File: src/rtl/tft_arb_pkg.sv
// tft_arb_pkg: shared definitions for the TFT SPI bus arbiter.
// Holds the arbiter state encoding, the default requester count, the
// requester index map and the width of the per-grant byte counter.
package tft_arb_pkg;

  typedef enum logic [1:0] {
    ST_IDLE  = 2'd0,
    ST_GRANT = 2'd1,
    ST_DRAIN = 2'd2
  } arb_state_t;

  localparam int N_DEFAULT  = 3;

  // Requester slots on the shared transmitter.
  localparam int REQ_INIT   = 0;
  localparam int REQ_SCENE  = 1;
  localparam int REQ_PLAYER = 2;

  localparam int BYTE_CNT_W = 16;

endpackage

File: src/rtl/tft_arb_rr_pick.sv
// tft_arb_rr_pick: combinational masked round-robin selector.
// Picks the first requester i with req[i] & ~mask[i], scanning from ptr
// upward and wrapping modulo N.
// Ports:
//   req   in  N          request levels
//   mask  in  N          requesters currently barred from selection
//   ptr   in  clog2(N)   scan start index
//   valid out 1          at least one eligible requester
//   idx   out clog2(N)   selected requester index (0 when !valid)
module tft_arb_rr_pick
  import tft_arb_pkg::*;
#(
  parameter int N = N_DEFAULT
) (
  input  logic [N-1:0]         req,
  input  logic [N-1:0]         mask,
  input  logic [$clog2(N)-1:0] ptr,
  output logic                 valid,
  output logic [$clog2(N)-1:0] idx
);

  localparam int IW = $clog2(N);

  logic [N-1:0] cand;

  assign cand = req & ~mask;

  // Scan from the far end back toward ptr so the candidate closest to ptr
  // is the last one written and therefore wins.
  always_comb begin
    valid = |cand;
    idx   = '0;
    for (int k = N - 1; k >= 0; k--) begin
      if (cand[(int'(ptr) + k) % N]) begin
        idx = IW'((int'(ptr) + k) % N);
      end
    end
  end

endmodule

File: src/rtl/tft_bus_arbiter.sv
// tft_bus_arbiter: round-robin arbiter/sequencer sharing one tft_spi byte
// transmitter between tft_init (0), scene_exhibitor (1) and player (2).
// A requester keeps the bus for a whole burst (req held high). Strobes from
// the owner pass straight through to the shifter when it is idle; strobes
// while the shifter is busy are dropped and flagged. The bus is handed over
// only after the shifter has gone idle (DRAIN state).
// Optional feature macro: TFT_ARB_WATCHDOG_EN enables the idle-grant
// watchdog (WDOG_CYCLES) that revokes a silent owner and masks it until it
// drops its request.
// Ports:
//   clk, rst         clock, synchronous active-low reset
//   req/req_data/req_dc/req_transmit   per-requester request, byte, dc, strobe
//   gnt              registered one-hot grant
//   req_busy         per-requester busy = spi_busy | ~gnt[i]
//   spi_busy         busy from tft_spi
//   spi_data/spi_dc/spi_transmit       muxed byte/dc/strobe to tft_spi
//   owner            current or last grantee
//   byte_count       bytes forwarded in the current grant (saturating)
//   proto_err        sticky: owner strobed while spi_busy was high
//   timeout          sticky: watchdog revoked a grant
// Handshake: a byte is accepted by tft_spi exactly in a cycle where
// spi_transmit is high; spi_transmit is only raised when spi_busy is low.
module tft_bus_arbiter
  import tft_arb_pkg::*;
#(
  parameter int N           = N_DEFAULT,
  parameter int WDOG_CYCLES = 65535
) (
  input  logic                  clk,
  input  logic                  rst,
  input  logic [N-1:0]          req,
  input  logic [8*N-1:0]        req_data,
  input  logic [N-1:0]          req_dc,
  input  logic [N-1:0]          req_transmit,
  output logic [N-1:0]          gnt,
  output logic [N-1:0]          req_busy,
  input  logic                  spi_busy,
  output logic [7:0]            spi_data,
  output logic                  spi_dc,
  output logic                  spi_transmit,
  output logic [$clog2(N)-1:0]  owner,
  output logic [BYTE_CNT_W-1:0] byte_count,
  output logic                  proto_err,
  output logic                  timeout
);

  localparam int IW = $clog2(N);

  arb_state_t    state;
  logic [IW-1:0] ptr;
  logic [N-1:0]  mask;
  logic          pick_valid;
  logic [IW-1:0] pick_idx;
  logic          in_grant;
  logic          own_strobe;
  logic          fwd;
  logic          revoke;
  logic [IW-1:0] owner_inc;

  tft_arb_rr_pick #(.N(N)) u_pick (
    .req   (req),
    .mask  (mask),
    .ptr   (ptr),
    .valid (pick_valid),
    .idx   (pick_idx)
  );

  // Strobe path: one mux level off the registered owner, gated by state.
  // rst is folded in so the SPI side is quiet for the whole reset window.
  assign in_grant     = rst && (state == ST_GRANT);
  assign own_strobe   = in_grant && req_transmit[owner];
  assign fwd          = own_strobe && !spi_busy;
  assign spi_transmit = fwd;
  assign spi_data     = in_grant ? req_data[int'(owner) * 8 +: 8] : 8'h00;
  assign spi_dc       = in_grant && req_dc[owner];
  assign req_busy     = {N{spi_busy}} | ~gnt;
  assign owner_inc    = (owner == IW'(N - 1)) ? '0 : owner + 1'b1;

`ifdef TFT_ARB_WATCHDOG_EN
  localparam logic [15:0] WDOG_LIMIT = 16'(WDOG_CYCLES);

  logic [15:0] wdog_cnt;

  // Revoke on the edge where the idle count would reach the limit, so a
  // silent owner holds gnt for exactly WDOG_CYCLES cycles.
  assign revoke = in_grant && !fwd && !spi_busy &&
                  (wdog_cnt + 16'd1 == WDOG_LIMIT);

  always_ff @(posedge clk) begin
    if (!rst) begin
      wdog_cnt <= '0;
      timeout  <= 1'b0;
      mask     <= '0;
    end else begin
      // A masked requester is released once it lets go of req.
      mask <= (mask & req) | ({{(N-1){1'b0}}, revoke} << owner);
      if (revoke) begin
        timeout <= 1'b1;
      end
      // Clearing throughout IDLE covers the clear on entry to GRANT.
      if (state == ST_IDLE) begin
        wdog_cnt <= '0;
      end else if (in_grant) begin
        if (fwd) begin
          wdog_cnt <= '0;
        end else if (!spi_busy) begin
          wdog_cnt <= wdog_cnt + 16'd1;
        end
      end
    end
  end
`else
  assign revoke  = 1'b0;
  assign mask    = '0;
  assign timeout = 1'b0;
`endif

  always_ff @(posedge clk) begin
    if (!rst) begin
      state      <= ST_IDLE;
      gnt        <= '0;
      owner      <= '0;
      ptr        <= '0;
      byte_count <= '0;
      proto_err  <= 1'b0;
    end else begin
      if (own_strobe && spi_busy) begin
        proto_err <= 1'b1;
      end
      if (fwd && (byte_count != '1)) begin
        byte_count <= byte_count + 1'b1;
      end
      case (state)
        ST_IDLE: begin
          if (pick_valid) begin
            owner      <= pick_idx;
            gnt        <= {{(N-1){1'b0}}, 1'b1} << pick_idx;
            byte_count <= '0;
            state      <= ST_GRANT;
          end
        end
        ST_GRANT: begin
          // A strobe in this same cycle is still forwarded combinationally.
          if (!req[owner] || revoke) begin
            gnt   <= '0;
            state <= ST_DRAIN;
          end
        end
        ST_DRAIN: begin
          if (!spi_busy) begin
            ptr   <= owner_inc;
            state <= ST_IDLE;
          end
        end
        default: begin
          gnt   <= '0;
          state <= ST_IDLE;
        end
      endcase
    end
  end

endmodule

File: config.mk
export PLATFORM = sky130hd
export DESIGN_NAME = tft_bus_arbiter
export DESIGN_NICKNAME = d
export VERILOG_FILES = /design/src/rtl/tft_arb_pkg.sv /design/src/rtl/tft_arb_rr_pick.sv /design/src/rtl/tft_bus_arbiter.sv
export SDC_FILE = /design/constraint.sdc
export NUM_CORES = 1
export LEC_CHECK = 0
export CAP_MARGIN = 20
export CELL_PAD_IN_SITES_DETAIL_PLACEMENT = 0
export CELL_PAD_IN_SITES_GLOBAL_PLACEMENT = 1
export CORE_UTILIZATION = 30
export CTS_CLUSTER_DIAMETER = 80
export DETAILED_ROUTE_END_ITERATION = 10
export HOLD_SLACK_MARGIN = 0.06
export PLACE_DENSITY_LB_ADDON = 0.1
export SLEW_MARGIN = 20
export SYNTH_ARGS = -nofsm -noshare
export SYNTH_HDL_FRONTEND = slang
export SYNTH_SLANG_ARGS = --single-unit
File: constraint.sdc
create_clock -name clk -period 2.3 [get_ports clk]
set_clock_uncertainty 0.2 [all_clocks]
set_input_delay 0.46 -clock clk [delete_from_list [all_inputs] [get_ports clk]]
set_output_delay 0.46 -clock clk [all_outputs]
set_load 0.03 [all_outputs]
## After elaboration in Yosys (flattened, before gate mapping)

Cells that the tools add are included.

| cells by class | value |
|---|---|
| muxes and demuxes | 30 |
| add/subtract/negate cells | 4 |
| multiply operators | 0 |
| bitwise gates (word level) | 4 |
| shift operators | 2 |
| divide/modulo/power cells | 3 |
| $lt $le $gt $ge | 4 |
| reduce and logical (&&, ||, !) cells | 13 |
| eq/ne operators | 7 |

Operators by type and width:

| operator | count |
|---|---|
| $lt 32x4->1 const B | 3 |
| $mod 32x3->32 const B | 2 |
| $mux 16 | 3 |
| $mod 3x3->32 const B | 1 |
| $shiftx 24x6->8 | 1 |
| $add 16x1->16 const B | 1 |
| $ne 16x16->1 const B | 1 |
| $mux 2 | 7 |
| $bmux 1 s2 | 6 |
| $mux 1 | 9 |
| $pmux 3 s3 | 1 |
| $mux 8 | 1 |
| $logic_and 1x1->1 | 6 |
| $mux 3 | 2 |
| $ne 2x2->1 const B | 3 |
| $pmux 2 s3 | 1 |
| $reduce_and 3->1 | 2 |
| $eq 2x2->1 const B | 2 |
| $reduce_and 2->1 | 2 |
| $add 2x1->3 const B | 1 |
| $add 2x2->3 const B | 1 |
| $lt 2x3->1 const B | 1 |
| $not 3->3 | 1 |
| $or 3x3->3 | 1 |
| other kinds (7) | 8 |

| word-level totals | value |
|---|---|
| register bits after elaboration | 26 |
| memories | 0 |
| memory bits (writable) | 0 |
| latch bits | 0 |
| memory bits (read-only) | 0 |
| output and inout port bits | 36 |
| word-level logic and storage cells | 73 |

## Depth between registers and ports, before layout

| depth | value |
|---|---|
| depth in word-level cells | 11 |
| gate-level depth with buffers | 8 |
| depth with buffers taken out | 7 |

## By module

From an unflattened synthesis, not the netlist that was laid out.

| second synthesis, totals | value |
|---|---|
| cells, all modules | 225 |
| area total of the unflattened synthesis | 1724.2 um^2 |

Modules (own cells, without submodules):

| module | area each (um^2) | cells each | instances |
|---|---|---|---|
| tft_bus_arbiter | 1571.5 | 202 | 1 |
| tft_arb_rr_pick | 152.6 | 23 | 1 |

## Least setup slack after synthesis

Ideal clock, no wire load.

| timing path | value |
|---|---|
| path type | reg-to-output |
| start point | reg owner[0] |
| end point | out spi_data[0] |
| setup slack | 57 ps |
| cell stages (with the launch flop) | 5 |
| arrival | 1583 ps |
| cell sequence | dfxtp_1 > nor2b_1 > clkbuf_1 > a21oi_1 > nor2_1 |

| on the way | value |
|---|---|
| longest elaborated chain between the ends | 2 |

Ends and longest elaborated chain:

| what | RTL line | source |
|---|---|---|
| start: declaration | tft_bus_arbiter.sv:41 | `output logic [$clog2(N)-1:0] owner,` |
| start signal: assignment | tft_bus_arbiter.sv:136 | `owner <= pick_idx;` |
| $shiftx 24x6->8 | tft_bus_arbiter.sv:74 | `assign spi_data = in_grant ? req_data[int'(owner) * 8 +: 8] : 8'h00;` |
| $mux 8 | tft_bus_arbiter.sv:74 |  |
| end: declaration | tft_bus_arbiter.sv:38 | `output logic [7:0] spi_data,` |

No other way between the ends.

## Worst setup path in the final report

| timing path | value |
|---|---|
| start point | in req_transmit[0] |
| end point | out spi_transmit |

| on the way | value |
|---|---|
| longest elaborated chain between the ends | 4 |

Ends and longest elaborated chain:

| what | RTL line | source |
|---|---|---|
| start: declaration | tft_bus_arbiter.sv:34 | `input logic [N-1:0] req_transmit,` |
| $bmux 1 s2 | tft_bus_arbiter.sv:71 | `assign own_strobe = in_grant && req_transmit[owner];` |
| $mux 1 (not written as such) | tft_bus_arbiter.sv:71 |  |
| $logic_and 1x1->1 | tft_bus_arbiter.sv:71 |  |
| $logic_and 1x1->1 | tft_bus_arbiter.sv:72 | `assign fwd = own_strobe && !spi_busy;` |
| end: declaration | tft_bus_arbiter.sv:40 | `output logic spi_transmit,` |

No other way between the ends. The select of a mux whose other input is x is not followed.

==> metrics.md <==
| Metric | Value |
|---|---|
| DIE HEIGHT | 76.70 um |
| Slowest cell on crit path | sky130_fd_sc_hd__clkdlybuf4s50_1 |
| Crit-path leading delay family | buffers and inverters |
| Number of levels in the clock H-tree | 1 |
| Sink Count | 26 |
| Wire per inst | about 12 um |
| Internal power of the cells | ~890 uW |
| RSZ-0062 raised after global routing | true |
| Bufs and invs on worst path | 2 |
| Fin crit period | 2.267 ns |
| Clock tree from TritonCTS | done |
| Final critical-path share of the clock period | 0.9858 |
| Type of the worst setup path | in2out |
| Longest individual stage delay on the worst path | 0.42 ns |
| Share of layout cells above drive strength 1 | 0.1733 |
| DRC marker count from the first detailed-route iteration | 55 |
| Residual antenna-violating net count after detailed routing | 0 |
| Number of detailed-route iterations in the first pass | 4 |
| Commonest non-fill, non-tap cell in the layout | sky130_fd_sc_hd__clkdlybuf4s50_1 |
| Pin count of the biggest net entering global routing | 16 |
| Net switching power figure | 361.5 uW |
| Largest cells by area after synthesis | sky130_fd_sc_hd__dfxtp_1 31%, sky130_fd_sc_hd__mux2i_1 7.2%, sky130_fd_sc_hd__nor2_1 7.2% |
| Worst-case clock buffer depth | 2 |
| Reg power frac | 0.391 |
| Share of Yosys cell area claimed by the top area cell type | 0.3109 |
| Power density relative to cell area | 470.6 mW/mm^2 |
| Final layout net count | 341 |
| Most frequent cells in the layout | 55 x sky130_fd_sc_hd__clkdlybuf4s50_1, 36 x sky130_fd_sc_hd__buf_4, 32 x sky130_fd_sc_hd__nor2_1 |
| Root Buffer Master | sky130_fd_sc_hd__clkbuf_8 |
| Combinational share of power | 0.306 |
| GR Util All Layers | 0.1583 |
| Synth Warn # | 0 |
| Vias per Instance | 4.903 |
| Initial antenna violation count | 0 |
| Clock Latency Late Sink | 0.27 ns |
| Run status | complete, no violations |
| Post-placement cell count | between 300 and 400 |
| Total congestion overflow after global routing | 0 |
| Number of different library cells in the post-synthesis netlist | 44 |
| Tightest slew margin relative to the limit | 0.6647 |
| Synthesized netlist net count | 251 |
| Number of flops mapped to enable cells by yosys | 0 |
| FILL cells | 542 |
| CP startpoint kind | input pin |
| Highest attainable clock frequency | 0.4411 GHz |
| Final wirelength | roughly 4500 um |
| Largest area contributor in the netlist | sky130_fd_sc_hd__dfxtp_1 |
| ANT cells | 0 |
| Clock share of power | 0.303 |
| Number of max-cap violations | 0 |
| Clock slew seen by the registers of the worst setup and hold paths | 0.10 ns |
| CP Max Fanout | 4 |
| Worst endpoint required time | 1.64 ns |
| Standard-cell rows | 26 |
| Register bit total from synthesis | 26 |
| Buffers on Ports | 70 |
| Switch share | 0.2892 |
| Number of CTS-inserted buffers | 3 |
| Routability-driven placement congestion ratio | around 0.75 |
| Predominant post-synthesis flop cell | sky130_fd_sc_hd__dfxtp_1 |
| Count of vias placed by the detailed router | 1814 |
| Final setup violation count | 0 |
| Sequential element share of the synthesized area | 0.3109 |
| Final sum of negative setup slack | 0 ns |
| Via count of the first global-routing pass | 1698 |
| Count of mapped cells out of synthesis | approximately 210 |
| Synth-to-Final Area Change | 58.67% |
| Number of non-filler instances in the completed layout | 370 |
| Critical path, cell by cell | clkdlybuf4s50_1, mux2i_2, a21oi_4, and2_1, buf_4 |
| Global-route wire length before repair | 7817 um |
| Ports | 72 |
| Combined area of all synthesized cells | 0.001674 mm^2 |
| Placeable core region | 0.005238 mm^2 |
| Total die area | 0.005883 mm^2 |
| Die boundary width | 76.70 um |
| Data arrival, critical path | approximately 1.6 ns |
| Per-instance average area after synthesis | between 7 and 8 um^2 |
| Classification of the worst-slack hold path | reg2reg |
| Proportion of register bits with asynchronous set or reset after synthesis | 0 |
| Initial cell density of the core | 0.3196 |
| Final hold violation count | 0 |
| Post-detailed-placement half-perimeter wirelength | approximately 3600 um |
| Number of design rule violations left after detail routing | 0 |
| Leakage power | 0.001007 uW |
| Max-slew violation count | 0 |
| Slew at the pin with the worst max-slew slack | 0.5011 ns |
| CP Capture Type | output pin |
| Max rail drop VDD | around 0.33 mV |
-- cells by family after synthesis --
kind of cell | Yosys count | synth area share
multiplexers | 13 | 0.07848
AO/OA/AOI/OAI | 55 | 0.2212
buffers and inverters | 16 | 0.04783
other | 1 | 0.002240
XOR/XNOR | 3 | 0.01570
AND/OR/NAND/NOR | 93 | 0.2937
adder cells (fa/ha/maj) | 4 | 0.02990
flip-flops | 26 | 0.3109
-- worst register-to-register path: cells and delay by family (launching register included) --
family	cells	cell delay, ns
adder cells (fa/ha/maj)	1	0.37
buffers and inverters	1	0.07
AND/OR/NAND/NOR	1	0.21
flip-flops	1	0.34
AO/OA/AOI/OAI	4	0.78
-- timing repair --
item / in CTS / in global routing
setup endpoints to repair: 10 / 13
gates cloned: 0 / 0
resized for setup: 2 / 5
buffers inserted: 1 / 0
hold buffers: 0 / 0
-- layer usage --
| layer | part of all wire | global-route usage |
|---|---|---|
| met4 | 0.0026 | 0.01154 |
| met5 | 0 | 0 |
| met2 | 0.41 | 0.2455 |
| met3 | 0.072 | 0.05119 |
| met1 | 0.51 | 0.2205 |
-- cell type report --
type                            instances  area, um^2  share of cell area
Clock buffer                            3       41.29             0.01554
Clock inverter                          1       30.03             0.01130
Sequential cell                        26       523.0              0.1969
Multi-Input combinational cell        169        1084              0.4079
Tap cell                               70       87.58             0.03297
Inverter                                7       26.28            0.009892
Timing Repair Buffer                   94       864.6              0.3255
-- cell usage after synthesis (all sizes together) (5+ instances only) --
library cell	n
inv	7
nand3	10
nor2	32
o211ai	6
or3	6
a21oi	25
nand2	12
o31ai	5
buf	7
dfxtp	26
mux2i	12
o21ai	10
-- power by group through the flow --
stage	Sequential (uW)	Combinational, uW	Clock (uW)
2_1_floorplan	507	190	0
3_3_place_gp	499	377	0
3_5_place_dp	498	378	0
4_1_cts	488	384	402
5_1_grt	492	419	417
6_report	489	382	379
-- worst paths after layout --
path | start | slack, ns | to | cells after the start
setup / recovery | req_transmit[0] | 0.03 | spi_transmit | 5
hold / removal | gnt[1]$_SDFFE_PN0P_ | 0.29 | gnt[1]$_SDFFE_PN0P_ | 2
setup reg to reg | ptr[0]$_SDFFE_PN0P_ | 0.23 | owner[0]$_SDFFE_PN0P_ | 7
hold reg to reg | gnt[1]$_SDFFE_PN0P_ | 0.29 | gnt[1]$_SDFFE_PN0P_ | 2
-- state kept, by name (all words and copies together) (netlist names) --
register and cells:
proto_err 1, byte_count 16, owner 2, state 2, ptr 2, gnt 3
-- metrics by stage --
stage | instance area [um^2] | setup slack (ns) | util | total power (uW) | hold WS [ns]
3_3_place_gp | 2559 | -0.08479 | 0.4885 | 876.4 | 0.2661
5_1_grt | 2656 | -0.005651 | 0.5072 | 1328 | 0.3389
6_report | 2656 | 0.03272 | 0.5072 | 1250 | 0.2915
4_1_cts | 2644 | 0.004547 | 0.5048 | 1274 | 0.2978
2_1_floorplan | 1674 | 0.05662 | - | 697.2 | 0.3007
3_5_place_dp | 2559 | -0.1364 | 0.4885 | 876.4 | 0.2825
(Power assumes the default switching activity.)
